--- src/rtl/vga_timing_gen.sv ---
// vga_timing_gen: raster counters, Clk/2 pixel clock, and sync/blank delayed to align with registered sprite colour.
module vga_timing_gen #(
  parameter int H_VISIBLE  = 640,
  parameter int H_FRONT    = 16,
  parameter int H_SYNC     = 96,
  parameter int H_BACK     = 48,
  parameter int V_VISIBLE  = 480,
  parameter int V_FRONT    = 10,
  parameter int V_SYNC     = 2,
  parameter int V_BACK     = 33,
  parameter int SYNC_DELAY = 1
) (
  input  logic       Clk,
  input  logic       Reset,
  output logic       vga_clk,
  output logic [9:0] DrawX,
  output logic [9:0] DrawY,
  output logic       hs,
  output logic       vs,
  output logic       blank,
  output logic       line_start,
  output logic       frame_start,
  output logic [7:0] frame_count
);
  localparam logic [9:0] H_LAST = 10'(H_VISIBLE + H_FRONT + H_SYNC + H_BACK - 1);
  localparam logic [9:0] V_LAST = 10'(V_VISIBLE + V_FRONT + V_SYNC + V_BACK - 1);
  localparam logic [9:0] HS_ON  = 10'(H_VISIBLE + H_FRONT);
  localparam logic [9:0] HS_OFF = 10'(H_VISIBLE + H_FRONT + H_SYNC);
  localparam logic [9:0] VS_ON  = 10'(V_VISIBLE + V_FRONT);
  localparam logic [9:0] VS_OFF = 10'(V_VISIBLE + V_FRONT + V_SYNC);
  localparam logic [9:0] H_VIS  = 10'(H_VISIBLE);
  localparam logic [9:0] V_VIS  = 10'(V_VISIBLE);
  localparam int D = (SYNC_DELAY > 0) ? SYNC_DELAY : 1;
  logic       t;
  logic       h_wrap;
  logic       v_wrap;
  logic [2:0] raw;
  logic [2:0] dly [D];
  assign vga_clk = t;
  assign h_wrap  = t && DrawX == H_LAST;
  assign v_wrap  = h_wrap && DrawY == V_LAST;
  assign raw = {~(DrawX >= HS_ON && DrawX < HS_OFF),
                ~(DrawY >= VS_ON && DrawY < VS_OFF),
                DrawX < H_VIS && DrawY < V_VIS};
  always_ff @(posedge Clk)
    if (Reset) begin
      t           <= 1'b0;
      DrawX       <= '0;
      DrawY       <= '0;
      frame_count <= '0;
      line_start  <= 1'b0;
      frame_start <= 1'b0;
    end else begin
      t           <= ~t;
      line_start  <= h_wrap;
      frame_start <= v_wrap;
      if (t) DrawX <= h_wrap ? '0 : DrawX + 10'd1;
      if (h_wrap) DrawY <= v_wrap ? '0 : DrawY + 10'd1;
      if (v_wrap) frame_count <= frame_count + 8'd1;
    end
  // stages hold {hs, vs, blank}; reset value is the inactive pattern
  always_ff @(posedge Clk)
    if (Reset) begin
      for (int i = 0; i < D; i++) dly[i] <= 3'b110;
    end else if (t) begin
      dly[0] <= raw;
      for (int i = 1; i < D; i++) dly[i] <= dly[i-1];
    end
  assign {hs, vs, blank} = (SYNC_DELAY == 0) ? raw : dly[D-1];
endmodule

--- config.mk ---
export PLATFORM = sky130hd
export DESIGN_NAME = vga_timing_gen
export DESIGN_NICKNAME = d
export VERILOG_FILES = /design/src/rtl/vga_timing_gen.sv
export SDC_FILE = /design/constraint.sdc
export NUM_CORES = 1
export LEC_CHECK = 0
export CAP_MARGIN = 20
export CORE_ASPECT_RATIO = 1.5
export CORE_MARGIN = 5
export CORE_UTILIZATION = 45
export DETAILED_ROUTE_END_ITERATION = 10
export PLACE_DENSITY = 0.75
export SYNTH_ARGS = -nofsm -noshare
export SYNTH_HDL_FRONTEND = slang
export SYNTH_SLANG_ARGS = --single-unit
--- constraint.sdc ---
create_clock -name Clk -period 2 [get_ports Clk]
set_clock_uncertainty 0.15 [all_clocks]
set_input_delay 0.3 -clock Clk [delete_from_list [all_inputs] [get_ports Clk]]
set_output_delay 0.3 -clock Clk [all_outputs]
set_load 0.02 [all_outputs]
==> results by stage <==
GRT:
- Summed over all layers, the global routing overflow is 0.
- The first global-routing pass estimated 7.493 mm of wire.
- Global routing used approximately a fifth of the available tracks across all layers.
- The initial antenna violation count is 0.
- The met3 usage in global routing is 5.538%.
- The via count of the first global-routing pass is 1679.
- Entering global routing, the biggest net connects 20 pins.
- For met2 alone, demand over resource in global routing was a little under a third.
- The busiest layer in global routing is met2.
- The global-route track usage on met1 is 20.94%.

Timing:
- The final worst-path setup slack is -0.1890 ns.
- The worst slew slack as a fraction of its limit is roughly 79%.
- The final setup violation count is 9.
- The number of hold violations in the final report is 0.
- At the pin with the least slew margin, the transition time is 0.3065 ns.
- The final critical-path required period is 2.189 ns.
- For this run, the top clock speed supported by timing is 456.8 MHz.
- The number of slew-limit violations in the final report came to 0.
- Setup repair after global routing could not meet its margin everywhere.
- The worst path uses 109.4% of the clock period.

Synthesis:
- The post-synthesis instance total is between 150 and 200.
- The total standard cell area after synthesis is 1677 um2.
- In this run, synthesis produced a sequential element count of 34.
- The distinct cell type count of the synthesized netlist is 36.
- Sequential elements use 42.39% of the synthesized area.
- The net count after synthesis is 196.
- The synthesized area per cell is 8.918 um2.
- During synthesis, Yosys emitted a total of 0 warnings.

Worst setup path:
- STA puts the critical path data arrival time at roughly 2.3 ns.
- The setup check on the worst reg-to-reg path leaves a slack of -0.19 ns.
- The path type of the worst setup path is reg2reg.
- Data on the critical path is required at its endpoint by between 2 and 2.5 ns.
- The worst reg2reg path endpoint is frame_count[6]$_SDFFE_PP0N_.
- The depth of the most critical reg-to-reg path is 6.
- The nature of the critical path startpoint is a flip-flop.
- The startpoint identified for the worst register-to-register timing path is DrawY[0]$_SDFFE_PP0N_.
- The capturing element type of the critical path is a flip-flop.
- The peak fanout along the critical path is 7.

CTS:
- The number of clock sinks seen by CTS is 34.
- The clock edge transition at the registers on the reported setup and hold paths is 0.07 ns.
- The clock reaches the later pin of the worst-skew pair after between 0.2 and 0.3 ns.
- TritonCTS built the clock tree.
- The clock tree synthesis step divided the H-tree into 2 levels.
- The post-cts hold buffer count is 0.
- In this run the deepest clock path goes through 2 buffers.
- The root cell of the clock tree is sky130_fd_sc_hd__clkbuf_8.
- The clock buffer count from CTS is 5.

Run status:
- The run finished, with violations left.
- The final reports fail on setup timing.

Floorplanning:
- Row generation in the floorplan step produced 27 rows.
- The overall die height is 84.76 um.
- The die span in x is 59.84 um.
- The area of the core region is 3649 um2.
- The die covers a little over 5000 um2.
- 36 I/O pins were placed.
- Once the floorplan was initialized, standard cells occupied 45.95% of the core.

Drt:
- For this block, the initial DRC count from the detailed router was 56.
- The number of nets with antenna violations after detailed routing is 0.
- The average wire length per cell after detail routing is about 15 um.
- The via count is roughly 1700.
- The final wirelength is 4.529 mm.
- The number of remaining DRC errors is 0.
- The via density per instance is about 5.6.
- The first TritonRoute pass finished after 4 iterations.

Hold path:
- The path with the worst hold slack has its endpoint at frame_count[7]$_SDFFE_PP0N_.
- The worst min-delay path startpoint is frame_count[7]$_SDFFE_PP0N_.
- The worst min-delay path category is reg2reg.
- The instance count along the most critical hold path is 2.

Pwr:
- For this design the total switching power over the nets is 0.0002933 W.
- The total power density per cell area is 533.5 nW/um2.
- The sum of internal, switching and leakage power is 0.001284 W.
- In this run switching power makes up 22.84% of total power.
- The worst vdd rail ir drop is 0.0006004 V.
- Sequential cells account for 54.0% of the total power.
- The cell-internal power is 0.0009909 W.
- The relative contribution of combinational cells to total power is 4.5%.
- For this design the static power due to leakage is around 0.85 nW.
- The clock power share is 41.4%.

Placed design:
- The count of buffers added on input and output ports is 35.
- Summed over all nets, the half-perimeter wirelength after detailed placement is 3.050 mm.
- Before CTS, the worst setup slack after placement is -0.2715 ns.
- The final estimated routing congestion in global placement is 0.8209.

Layout:
- The share of cells above drive strength 1 is ~25%.
- The most frequent standard cell in the layout excluding fill and tap cells is sky130_fd_sc_hd__clkdlybuf4s50_1.
- From synthesis to final layout, the design area changed by 43.58%.
- The layout net count is ~260.
- In the layout the commonest cells are 35 x sky130_fd_sc_hd__clkdlybuf4s50_1, 28 x sky130_fd_sc_hd__buf_4, 25 x sky130_fd_sc_hd__dfxtp_1, 17 x sky130_fd_sc_hd__a21oi_1, 16 x sky130_fd_sc_hd__nor2_1.
- The sequential cells in the finished layout cover a total of 728.2 um2.
- The repair_antennas step left the layout with diodes totalling 0.
- The filler cell count in the final layout is 307.
- The area used by multi-input combinational logic is 915.9 um2.

Job:
- Across the run, the number of max-cap violations was 0.
[worst max-delay path, stage by stage, from the launching register on]
cell                      delay [ns]
sky130_fd_sc_hd__dfxtp_4        0.35
sky130_fd_sc_hd__inv_2          0.05
sky130_fd_sc_hd__ha_1           0.13
sky130_fd_sc_hd__or4b_4         0.48
sky130_fd_sc_hd__or3_4          0.39
sky130_fd_sc_hd__or4_4          0.44
sky130_fd_sc_hd__a21oi_2        0.14
[metrics by stage]
step	setup TNS [ns]	util (%)	hold WS (ns)	std cells	area, um2
CTS	-0.8649	64.54	0.3447	291	2355
detailed placement	-2.079	60.87	0.3356	280	2221
finish	-1.146	65.98	0.3424	294	2407
floorplan	-1.136	-	0.3235	188	1730
global route	-2.067	65.98	0.3808	294	2407
global placement	-1.577	60.87	0.3164	280	2221
[layer usage]
layer / up-vias / part of all wire, %
met4: 0 / 2.8
met5: - / 0
met3: 13 / 5.6
met1: 780 / 38
li1: 808 / -
met2: 53 / 53
[synthesized netlist by cell type]
library cell / number / share of area, %
sky130_fd_sc_hd__nand3b_1: 1 / 0.45
sky130_fd_sc_hd__edfxtp_1: 3 / 5.4
sky130_fd_sc_hd__or3b_2: 1 / 0.52
sky130_fd_sc_hd__inv_1: 8 / 1.8
sky130_fd_sc_hd__a21o_1: 1 / 0.45
sky130_fd_sc_hd__or3_2: 1 / 0.45
sky130_fd_sc_hd__nand4_2: 1 / 0.75
sky130_fd_sc_hd__or4_1: 10 / 4.5
sky130_fd_sc_hd__and3_1: 3 / 1.1
sky130_fd_sc_hd__buf_4: 1 / 0.45
sky130_fd_sc_hd__nand2b_1: 3 / 1.1
sky130_fd_sc_hd__o21ai_0: 6 / 1.8
sky130_fd_sc_hd__dfxtp_1: 31 / 37
sky130_fd_sc_hd__nor4b_1: 1 / 0.52
sky130_fd_sc_hd__ha_1: 6 / 4.5
sky130_fd_sc_hd__xor2_1: 4 / 2.1
sky130_fd_sc_hd__nor4b_2: 1 / 0.90
sky130_fd_sc_hd__or4_2: 1 / 0.52
sky130_fd_sc_hd__xnor2_1: 5 / 2.6
sky130_fd_sc_hd__or4b_4: 1 / 0.82
sky130_fd_sc_hd__nand3_1: 14 / 4.2
sky130_fd_sc_hd__nor3_1: 5 / 1.5
sky130_fd_sc_hd__o31ai_1: 10 / 4.5
sky130_fd_sc_hd__nor2_1: 16 / 3.6
sky130_fd_sc_hd__nand2_1: 9 / 2.0
sky130_fd_sc_hd__nand4_1: 5 / 1.9
sky130_fd_sc_hd__buf_6: 1 / 0.67
sky130_fd_sc_hd__a21oi_1: 20 / 6.0
sky130_fd_sc_hd__o22ai_1: 1 / 0.37
sky130_fd_sc_hd__clkbuf_8: 3 / 2.5
sky130_fd_sc_hd__and4_1: 2 / 1.0
sky130_fd_sc_hd__clkbuf_1: 5 / 1.1
sky130_fd_sc_hd__and3_2: 1 / 0.45
sky130_fd_sc_hd__o41ai_1: 1 / 0.52
sky130_fd_sc_hd__buf_2: 2 / 0.60
sky130_fd_sc_hd__or3_1: 4 / 1.5
[cell type report]
| type | count | area share, % |
|---|---|---|
| multi-input combinational | 135 | 38.05 |
| sequential | 34 | 30.25 |
| timing repair buffer | 66 | 24.43 |
| clock buffer | 7 | 3.586 |
| tap | 43 | 2.235 |
| inverter | 8 | 1.247 |
| clock inverter | 1 | 0.2079 |
[flip-flops by register name, summed over array words and instances, names as in the netlist]
name         cells
frame_start      1
line_start       1
vga_clk          1
frame_count      8
DrawX           10
DrawY           10
dly              3
[how the worst max path moves through the flow]
stage                           from                          end  slack (ns)  depth (start not counted)
6_report       DrawY[0]$_SDFFE_PP0N_  frame_count[6]$_SDFFE_PP0N_       -0.19                          6
5_1_grt        DrawY[0]$_SDFFE_PP0N_  frame_count[6]$_SDFFE_PP0N_       -0.27                          6
4_1_cts        DrawY[0]$_SDFFE_PP0N_  frame_count[4]$_SDFFE_PP0N_       -0.13                          6
3_5_place_dp   DrawY[0]$_SDFFE_PP0N_  frame_count[2]$_SDFFE_PP0N_       -0.27                          7
3_3_place_gp   DrawY[0]$_SDFFE_PP0N_  frame_count[0]$_SDFFE_PP0N_       -0.22                          6
2_1_floorplan  DrawY[0]$_SDFFE_PP0N_  frame_count[0]$_SDFFE_PP0N_       -0.17                          7
[cells by family after synthesis]
logic type               synth area share, %
XOR/XNOR                               4.701
AND/OR/NAND/NOR                        27.76
flip-flops                             42.39
AO/OA/AOI/OAI                          13.58
buffers and inverters                  7.090
adder cells (fa/ha/maj)                4.477
[power by group through the flow]
stage / combinational [W] / sequential [W] / clock, W
floorplan: 0.0000245 / 0.000719 / 0
global placement: 0.0000569 / 0.000709 / 0
detailed placement: 0.0000575 / 0.000709 / 0
CTS: 0.0000574 / 0.000694 / 0.000540
global route: 0.0000646 / 0.000695 / 0.000569
finish: 0.0000582 / 0.000694 / 0.000532
[what timing repair did]
action                     in CTS  in global routing
resized for setup               6                 10
setup endpoints to repair      12                 22
buffers inserted                2                  2
pin swaps                       0                  3
cloned                          1                  1
(Power assumes the default switching activity.)
